## src/rtl/local_history_table_pkg.sv

```systemverilog
// Shared types and helpers for the per-branch local history table.
package lht_pkg;

    // Widest PC, index and history the helpers handle; callers cast down.
    localparam int unsigned LHT_PC_MAX    = 64;
    localparam int unsigned LHT_INDEX_MAX = 32;
    localparam int unsigned LHT_HIST_MAX  = 32;

    typedef enum logic {
        LHT_INIT = 1'b0,
        LHT_RUN  = 1'b1
    } lht_state_t;

    // Word-address index; the caller truncates to its INDEX_WIDTH,
    // which yields pc[INDEX_WIDTH+1:2].
    function automatic logic [LHT_INDEX_MAX-1:0] lht_index(input logic [LHT_PC_MAX-1:0] pc);
        return LHT_INDEX_MAX'(pc >> 2);
    endfunction

    // Shift one outcome into the LSB of a history word.
    function automatic logic [LHT_HIST_MAX-1:0] shift_in(input logic [LHT_HIST_MAX-1:0] hist,
                                                         input logic                    bit_in);
        return (hist << 1) | LHT_HIST_MAX'(bit_in);
    endfunction

endpackage

```

## src/rtl/local_history_table_init_sweeper.sv

```systemverilog
// Init sweeper: clears one table entry per cycle after reset or flush,
// then holds the table in RUN with ready asserted.
module lht_init_sweeper
    import lht_pkg::*;
#(
    parameter int unsigned INDEX_WIDTH = 8
) (
    input  logic                   clk,
    input  logic                   reset,
    input  logic                   flush,
    output logic                   ready,
    output logic                   sweep_we,
    output logic [INDEX_WIDTH-1:0] sweep_idx
);

    localparam int unsigned            DEPTH = 1 << INDEX_WIDTH;
    localparam logic [INDEX_WIDTH:0]   LAST  = (INDEX_WIDTH + 1)'(DEPTH - 1);
    localparam logic [INDEX_WIDTH:0]   ONE   = (INDEX_WIDTH + 1)'(1);

    lht_state_t             state;
    logic [INDEX_WIDTH:0]   cnt;

    // Sweep FSM: INIT walks cnt over every entry, RUN waits for a flush.
    always_ff @(posedge clk or negedge reset) begin
        if (!reset) begin
            state <= LHT_INIT;
            cnt   <= '0;
            ready <= 1'b0;
        end else begin
            case (state)
                LHT_INIT: begin
                    if (flush) begin
                        cnt <= '0;
                    end else if (cnt == LAST) begin
                        state <= LHT_RUN;
                        cnt   <= '0;
                        ready <= 1'b1;
                    end else begin
                        cnt <= cnt + ONE;
                    end
                end
                LHT_RUN: begin
                    if (flush) begin
                        state <= LHT_INIT;
                        cnt   <= '0;
                        ready <= 1'b0;
                    end
                end
            endcase
        end
    end

    assign sweep_we  = (state == LHT_INIT);
    assign sweep_idx = cnt[INDEX_WIDTH-1:0];

endmodule

```

## src/rtl/local_history_table.sv

```systemverilog
// Per-branch local history table: speculative shift at fetch, repair or
// allocate at resolve, write-first read bypass, swept clear on init.
module local_history_table
    import lht_pkg::*;
#(
    parameter int unsigned PC_WIDTH    = 32,
    parameter int unsigned INDEX_WIDTH = 8,
    parameter int unsigned HIST_WIDTH  = 4
) (
    input  logic                  clk,
    input  logic                  reset,
    input  logic                  flush,
    output logic                  ready,
    input  logic [PC_WIDTH-1:0]   rd_pc,
    output logic                  rd_hit,
    output logic [HIST_WIDTH-1:0] rd_history,
    input  logic                  spec_valid,
    input  logic [PC_WIDTH-1:0]   spec_pc,
    input  logic                  spec_taken,
    input  logic                  res_valid,
    input  logic [PC_WIDTH-1:0]   res_pc,
    input  logic                  res_taken,
    input  logic                  res_mispred,
    input  logic [HIST_WIDTH-1:0] res_history,
    output logic [HIST_WIDTH-1:0] upd_history
);

    localparam int unsigned DEPTH = 1 << INDEX_WIDTH;

    // Storage deliberately has no reset; the sweeper clears it.
    logic [HIST_WIDTH-1:0]  hist_mem [DEPTH];
    logic [DEPTH-1:0]       valid_mem;

    logic                   sweep_we;
    logic [INDEX_WIDTH-1:0] sweep_idx;

    logic [INDEX_WIDTH-1:0] rd_idx;
    logic [INDEX_WIDTH-1:0] spec_idx;
    logic [INDEX_WIDTH-1:0] res_idx;

    logic                   spec_req;
    logic                   res_req;
    logic                   spec_we;
    logic                   res_we;
    logic [HIST_WIDTH-1:0]  spec_new;

    lht_init_sweeper #(
        .INDEX_WIDTH (INDEX_WIDTH)
    ) u_sweeper (
        .clk       (clk),
        .reset     (reset),
        .flush     (flush),
        .ready     (ready),
        .sweep_we  (sweep_we),
        .sweep_idx (sweep_idx)
    );

    assign rd_idx   = INDEX_WIDTH'(lht_index(LHT_PC_MAX'(rd_pc)));
    assign spec_idx = INDEX_WIDTH'(lht_index(LHT_PC_MAX'(spec_pc)));
    assign res_idx  = INDEX_WIDTH'(lht_index(LHT_PC_MAX'(res_pc)));

    assign upd_history = HIST_WIDTH'(shift_in(LHT_HIST_MAX'(res_history), res_taken));

    // Speculative value: shift into a live entry, or start fresh on a cold one.
    always_comb begin
        spec_new = HIST_WIDTH'(spec_taken);
        if (valid_mem[spec_idx]) begin
            spec_new = HIST_WIDTH'(shift_in(LHT_HIST_MAX'(hist_mem[spec_idx]), spec_taken));
        end
    end

    // Write arbitration: repair beats a wrong-path spec shift, while a plain
    // allocate yields to spec when both hit the same entry.
    always_comb begin
        spec_req = ready & spec_valid;
        res_req  = ready & res_valid & (res_mispred | ~valid_mem[res_idx]);
        spec_we  = spec_req;
        res_we   = res_req;
        if (spec_req && res_req && (spec_idx == res_idx)) begin
            if (res_mispred) begin
                spec_we = 1'b0;
            end else begin
                res_we = 1'b0;
            end
        end
    end

    // Table update: sweep clear in INIT, arbitrated spec/res writes in RUN.
    always_ff @(posedge clk) begin
        if (sweep_we) begin
            valid_mem[sweep_idx] <= 1'b0;
            hist_mem[sweep_idx]  <= '0;
        end
        if (spec_we) begin
            valid_mem[spec_idx] <= 1'b1;
            hist_mem[spec_idx]  <= spec_new;
        end
        if (res_we) begin
            valid_mem[res_idx] <= 1'b1;
            hist_mem[res_idx]  <= upd_history;
        end
    end

    // Write-first lookup; nothing is visible until the sweep has finished.
    always_comb begin
        rd_hit     = 1'b0;
        rd_history = '0;
        if (ready) begin
            if (res_we && (res_idx == rd_idx)) begin
                rd_hit     = 1'b1;
                rd_history = upd_history;
            end else if (spec_we && (spec_idx == rd_idx)) begin
                rd_hit     = 1'b1;
                rd_history = spec_new;
            end else if (valid_mem[rd_idx]) begin
                rd_hit     = 1'b1;
                rd_history = hist_mem[rd_idx];
            end
        end
    end

endmodule

```

## config.mk

```make
export PLATFORM = sky130hd
export DESIGN_NAME = local_history_table
export DESIGN_NICKNAME = d
export VERILOG_FILES = /design/src/rtl/local_history_table_pkg.sv /design/src/rtl/local_history_table_init_sweeper.sv /design/src/rtl/local_history_table.sv
export SDC_FILE = /design/constraint.sdc
export NUM_CORES = 2
export LEC_CHECK = 0
export BUFFER_PORTS_ARGS = -buffer_cell sky130_fd_sc_hd__clkbuf_2
export CAP_MARGIN = 20
export CELL_PAD_IN_SITES_DETAIL_PLACEMENT = 2
export CELL_PAD_IN_SITES_GLOBAL_PLACEMENT = 2
export CORE_AREA = 3 3 383 460
export DETAILED_ROUTE_END_ITERATION = 10
export DIE_AREA = 0 0 386 463
export PLACE_DENSITY_LB_ADDON = 0.1
export SLEW_MARGIN = 10
export SYNTH_ARGS = -nofsm -noshare
export SYNTH_HDL_FRONTEND = slang
export SYNTH_SLANG_ARGS = --single-unit
```

## constraint.sdc

```tcl
create_clock -name clk -period 3.8 [get_ports clk]
set_input_delay 0.19 -clock clk [delete_from_list [all_inputs] [get_ports clk]]
set_output_delay 0.19 -clock clk [all_outputs]
set_load 0.03 [all_outputs]
```

==> impl_metrics.csv, run 1 <==
group,metric,value,unit
status,status,"did not finish",
status,lastStage,"global routing",
status,toolErrorMsg,"[ERROR GRT-0232] Routing congestion too high. Check the congestion heatmap in the GUI.",
yosys,synthFlopType,"edfxtp_1",
clocking,cts_num_sinks,1291,
sta,worst_endpoint,"rd_history[1]",
placed_design,hpwl,432400,um
placed_design,port_buffers,44,
floorplan,num_rows,167,
clocking,root_buffer,"clkbuf_16",
floorplan,die-height,463,um
placed_design,place_congestion,1.152,
floorplan,initial_core_util,44.83,%
clocking,cts_buffer_depth,3,
floorplan,die_w,386,um
yosys,synth_cells,6683,
yosys,synth_seq_cells,1291,
floorplan,io_pins,118,
clocking,cts_buffers,145,
clocking,h-tree-depth,4,
yosys,ys_types,82,
yosys,synth.avg_cell_area,11.56,um^2
yosys,ys_seq_area_share,46.78,%
yosys,synth_warnings,0,
grt,grt.total_usage,87.83,%
yosys,synth_edf_count,1024,
yosys,synth_nets,6795,
placed_design,placed_cell_area,0.09130,mm^2
grt,grt_max_degree,104,
placed_design,place_ws,-0.6615,ns
sta,worstEndpointType,"primary output",
grt,gr-total-overflow,1101,
yosys,synth_area,0.07728,mm^2
yosys,synthArstFlopShare,0.8521,%
[cells in the mapped netlist (12+ instances only)]
library cell  count  area share (%)
nand2b_1         37            0.30
a22o_1           13            0.15
a22oi_1         122             1.2
nor2_1          139            0.68
xnor2_1          17            0.19
buf_1            36            0.17
nor2b_1          43            0.35
a21boi_0         50            0.49
mux2i_1         245             3.2
o21ai_0          69            0.45
clkbuf_1        411             2.0
buf_2           261             1.7
a21oi_1          78            0.51
nand4_1          30            0.24
o221ai_1         16            0.18
inv_1            17           0.083
edfxtp_1       1024              40
nor3_1           36            0.23
mux2_2           31            0.45
o211ai_1        253             2.5
nand3_1         331             2.1
o32ai_1         634             7.2
nand2_1        1202             5.8
and3_1           14            0.11
or2_2            13            0.11
mux4_2          557              16
dfxtp_1         256             6.6
buf_4            79            0.77
a211oi_1         20            0.19
and2_1           28            0.23
a31oi_1          21            0.17
or4_1            12            0.12
nor4_1           16            0.13
o22ai_1         401             3.2
[stage by stage]
stage | std cells | hold slack, ns | utilization [%]
2_1_floorplan | 6683 | -0.1056 | -
3_3_place_gp | 9808 | 0.1346 | 52.94
3_5_place_dp | 9809 | 0.1376 | 52.96
4_1_cts | 10100 | 0.06141 | 56.17
[layer usage]
layer	GRT usage, %	GRT overflow
met1	88.37	60
met2	95.92	493
met4	87.21	464
met5	58.74	11
met3	80.41	73
[logic make-up after synthesis]
| logic type | after synthesis | share of synthesized area (%) |
|---|---|---|
| muxes | 833 | 19.86 |
| xor gates and xnor gates | 27 | 0.3060 |
| AOI/OAI and AO/OA | 1759 | 17.16 |
| DFF | 1291 | 46.78 |
| adders and majority gates | 4 | 0.06477 |
| buffers and inverters | 817 | 4.852 |
| and+or+nand+nor | 1952 | 10.98 |
[repair_timing]
item	4_1_cts
endpoints found under the hold margin	17
endpoints found under the setup margin	1012
pin swaps	32
gates resized for setup	164
gates cloned	2
setup buffers	17
hold buffers	3
==> inputs of run 2 (changes only) <==
--- a/config.mk
+++ b/config.mk
@@ -7,12 +7,10 @@
 export LEC_CHECK = 0
 export BUFFER_PORTS_ARGS = -buffer_cell sky130_fd_sc_hd__clkbuf_2
 export CAP_MARGIN = 20
-export CELL_PAD_IN_SITES_DETAIL_PLACEMENT = 2
-export CELL_PAD_IN_SITES_GLOBAL_PLACEMENT = 2
-export CORE_AREA = 3 3 383 460
+export CORE_AREA = 3 3 455 457
 export DETAILED_ROUTE_END_ITERATION = 10
-export DIE_AREA = 0 0 386 463
-export PLACE_DENSITY_LB_ADDON = 0.1
+export DIE_AREA = 0 0 458 460
+export PLACE_DENSITY_LB_ADDON = 0.15
 export SLEW_MARGIN = 10
 export SYNTH_ARGS = -nofsm -noshare
 export SYNTH_HDL_FRONTEND = slang
==> impl_metrics.csv, run 2 <==
group,metric,value,unit
grt,antenna_found_initial,72,
route,antenna_left,0,
clocking,cts_num_sinks,1291,
worst_setup_path,rrSetupSlack,-0.37,ns
route,drc_errors,0,
route,wl_per_cell,51.50,um
placed_design,hpwl,419200,um
route,drt-total-wl,556600,um
power,powerDensity,359.5,mW/mm^2
route,drt_iter0_markers,16540,
floorplan,die_w,458,um
sta,worst_pin_slew,1.207,ns
cells_and_area,design.final.nets,8049,
sta,period_needed,4.583,ns
cells_and_area,largest_reg_flops,1024,
worst_setup_path,critical_path_class,"flip-flop to output pin",
clocking,cts_buffers,154,
clocking,cts_buffer_depth,3,
sta,fin_skew,0.03950,ns
clocking,h-tree-depth,4,
yosys,synth.avg_cell_area,11.56,um^2
yosys,synth_warnings,0,
sta,tns,-275.41,ns
cells_and_area,final_cell_mix,"1485 x buf_4, 1137 x nand2_1, 1024 x edfxtp_1",
clocking,worst_skew_pair.late_latency,0.89,ns
grt,grt_pass1_wl,707200,um
hold_path,hold_start,"res_history[2]",
worst_setup_path,path_max_fanout,2,
power,vdd_drop_max,0.0005064,V
power,p_switching,11.48,mW
power,p_leak,36.23,nW
grt,grt_max_degree,64,
yosys,synth.top_cell.area_share,39.79,%
status,status,"complete, but fails checks",
route,avgViaCountPerCell,7.573,
clocking,clk_pin_slew,0.06,ns
sta,rsz0062_at_grt,"yes",
yosys,netlist.top_cell.by_area,"edfxtp_1",
cells_and_area,drive_gt1_share,41.08,%
sta,min_period_over_period,120.6,%
floorplan,die-height,460,um
cells_and_area,syn_to_final_growth,35.91,%
placed_design,place_congestion,1.144,
worst_setup_path,startpoint_type,"flip-flop",
yosys,ys_types,82,
sta,finalSetupViolations,1510,
cells_and_area,fillers,18060,
cells_and_area,multiInputGateArea,0.04168,mm^2
job,drv_cap,0,
yosys,synth.most_common_cell,"nand2_1",
power,p_clk_share,40.5,%
route,drtPass1Iterations,10,
hold_path,hold_class,"primary input to flip-flop",
cells_and_area,layout_commonest_cell,"buf_4",
yosys,ys_seq_area_share,46.78,%
floorplan,io_pins,118,
yosys,synthArstFlopShare,0.8521,%
cells_and_area,reg.largest.list,"hist_mem (1024), valid_mem (256), u_sweeper.cnt (9)",
yosys,synth_cells,6683,
worst_setup_path,arrival,4.39,ns
power,pwr-share-seq,40.2,%
floorplan,die_area,0.2107,mm^2
yosys,synth_seq_cells,1291,
yosys,synth_edf_count,1024,
sta,hold_viol_final,0,
route,vias,81840,
placed_design,port_buffers,44,
cells_and_area,largest_register,"hist_mem",
power,comb_power_share,19.3,%
worst_setup_path,crit_path_start,"hist_mem[15][1]$_DFFE_PP_",
worst_setup_path,required,3.61,ns
worst_setup_path,r2r-start,"hist_mem[15][1]$_DFFE_PP_",
clocking,root_buffer,"clkbuf_16",
sta,relSlewSlack,19.56,%
cells_and_area,seqCellArea,0.03620,mm^2
yosys,synth_commonest_cells,"1202 x nand2_1, 1024 x edfxtp_1, 634 x o32ai_1",
grt,gr-total-overflow,0,
sta,setup_slack,-0.7835,ns
placed_design,place_ws,-1.200,ns
yosys,synthFlopType,"edfxtp_1",
sta,clock.fmax,218.2,MHz
worst_setup_path,endpoint_kind,"output pin",
yosys,synth_area_leaders,"edfxtp_1 40%, mux4_2 16%, o32ai_1 7.2%, dfxtp_1 6.6%, nand2_1 5.8%",
floorplan,initial_core_util,37.89,%
floorplan,num_rows,166,
status,violations,"negative setup slack",
yosys,synth_nets,6795,
grt,grt.total_usage,50.49,%
clocking,cts_tree,"yes",
sta,drv_slew,0,
floorplan,core_area,0.2040,mm^2
cells_and_area,fin_util,51.50,%
yosys,synth_area,0.07728,mm^2
grt,grt_pass1_vias,73220,
power,swShare,30.40,%
power,intPower,26.28,mW
run 2: cell counts after synthesis:
Identical to the previous run, type by type.
run 2: logic make-up after synthesis:
kind of cell    Yosys count  share of synthesized area, %
simple gates           1952                         10.98
compound gates         1759                         17.16
flops                  1291                         46.78
mux                     833                         19.86
buf+inv                 817                         4.852
xor+xnor                 27                        0.3060
fa+ha+maj                 4                       0.06477
run 2: repair_timing:
| item | 4_1_cts | 5_1_grt |
|---|---|---|
| gates resized for setup | 405 | 508 |
| hold buffers | 3 | 0 |
| cloned | 27 | 23 |
| endpoints found under the setup margin | 1169 | 1553 |
| buffers inserted | 45 | 96 |
| endpoints found under the hold margin | 22 | 0 |
| pin swaps | 55 | 114 |
run 2: per-layer routing:
| metal | track usage [%] | vias to the layer above | routed length (um) |
|---|---|---|---|
| li1 | - | 29900 | - |
| met2 | 65.60 | 8480 | 211700 |
| met3 | 25.09 | 1774 | 97740 |
| met4 | 30.92 | 46 | 42020 |
| met1 | 66.23 | 41650 | 204500 |
| met5 | 0.5052 | - | 672 |
run 2: worst max-delay path, stage by stage, from the launching register on:
cell and delay (ns):
edfxtp_1 0.49, mux4_2 0.55, a22oi_2 0.48, nor2_2 0.10, or4_4 0.48, a221oi_4 0.40, buf_4 0.20, nand4_1 0.14
buf_4 0.19, a2bb2oi_4 0.19, a21oi_4 0.11, buf_8 0.15
run 2: stage by stage:
stage	instance area [um^2]	cells	hold WS [ns]	total power [mW]
finish	105000	10810	0.1058	37.76
detailed placement	92870	10310	0.09120	20.96
floorplan	77280	6683	-0.1056	17.75
global placement	92850	10310	0.08243	20.97
global route	104900	10760	0.09482	38.07
CTS	101400	10670	0.06234	37.01
run 2: area by class of cell:
type	count	area share, %
well taps	2688	3.202
diodes	51	0.1215
inverters	22	0.07863
repair buffers	1893	17.65
clock buffers	204	3.953
multi-input cells	4575	39.68
flip-flops and latches	1291	34.47
clock inverters	84	0.8411
run 2: power by group through the flow:
stage	registers (mW)	logic, mW	clock network [mW]
after CTS	15.2	6.65	15.2
after floorplan	15.5	2.30	0
after global routing	15.2	7.13	15.8
final	15.2	7.28	15.3
after global placement	15.5	5.48	0
after detailed placement	15.5	5.47	0
run 2: worst paths after layout:
path / end / depth (start not counted)
hold reg to reg: valid_mem[38]$_DFF_P_ / 2
hold / removal: hist_mem[142][3]$_DFFE_PP_ / 4
setup reg to reg: hist_mem[27][2]$_DFFE_PP_ / 14
min in group asynchronous: u_sweeper.cnt[4]$_DFFE_PN0P_ / 3
setup / recovery: rd_history[2] / 11
max in group asynchronous: u_sweeper.cnt[1]$_DFFE_PN0P_ / 3
Power figures use the tool's default switching activity.
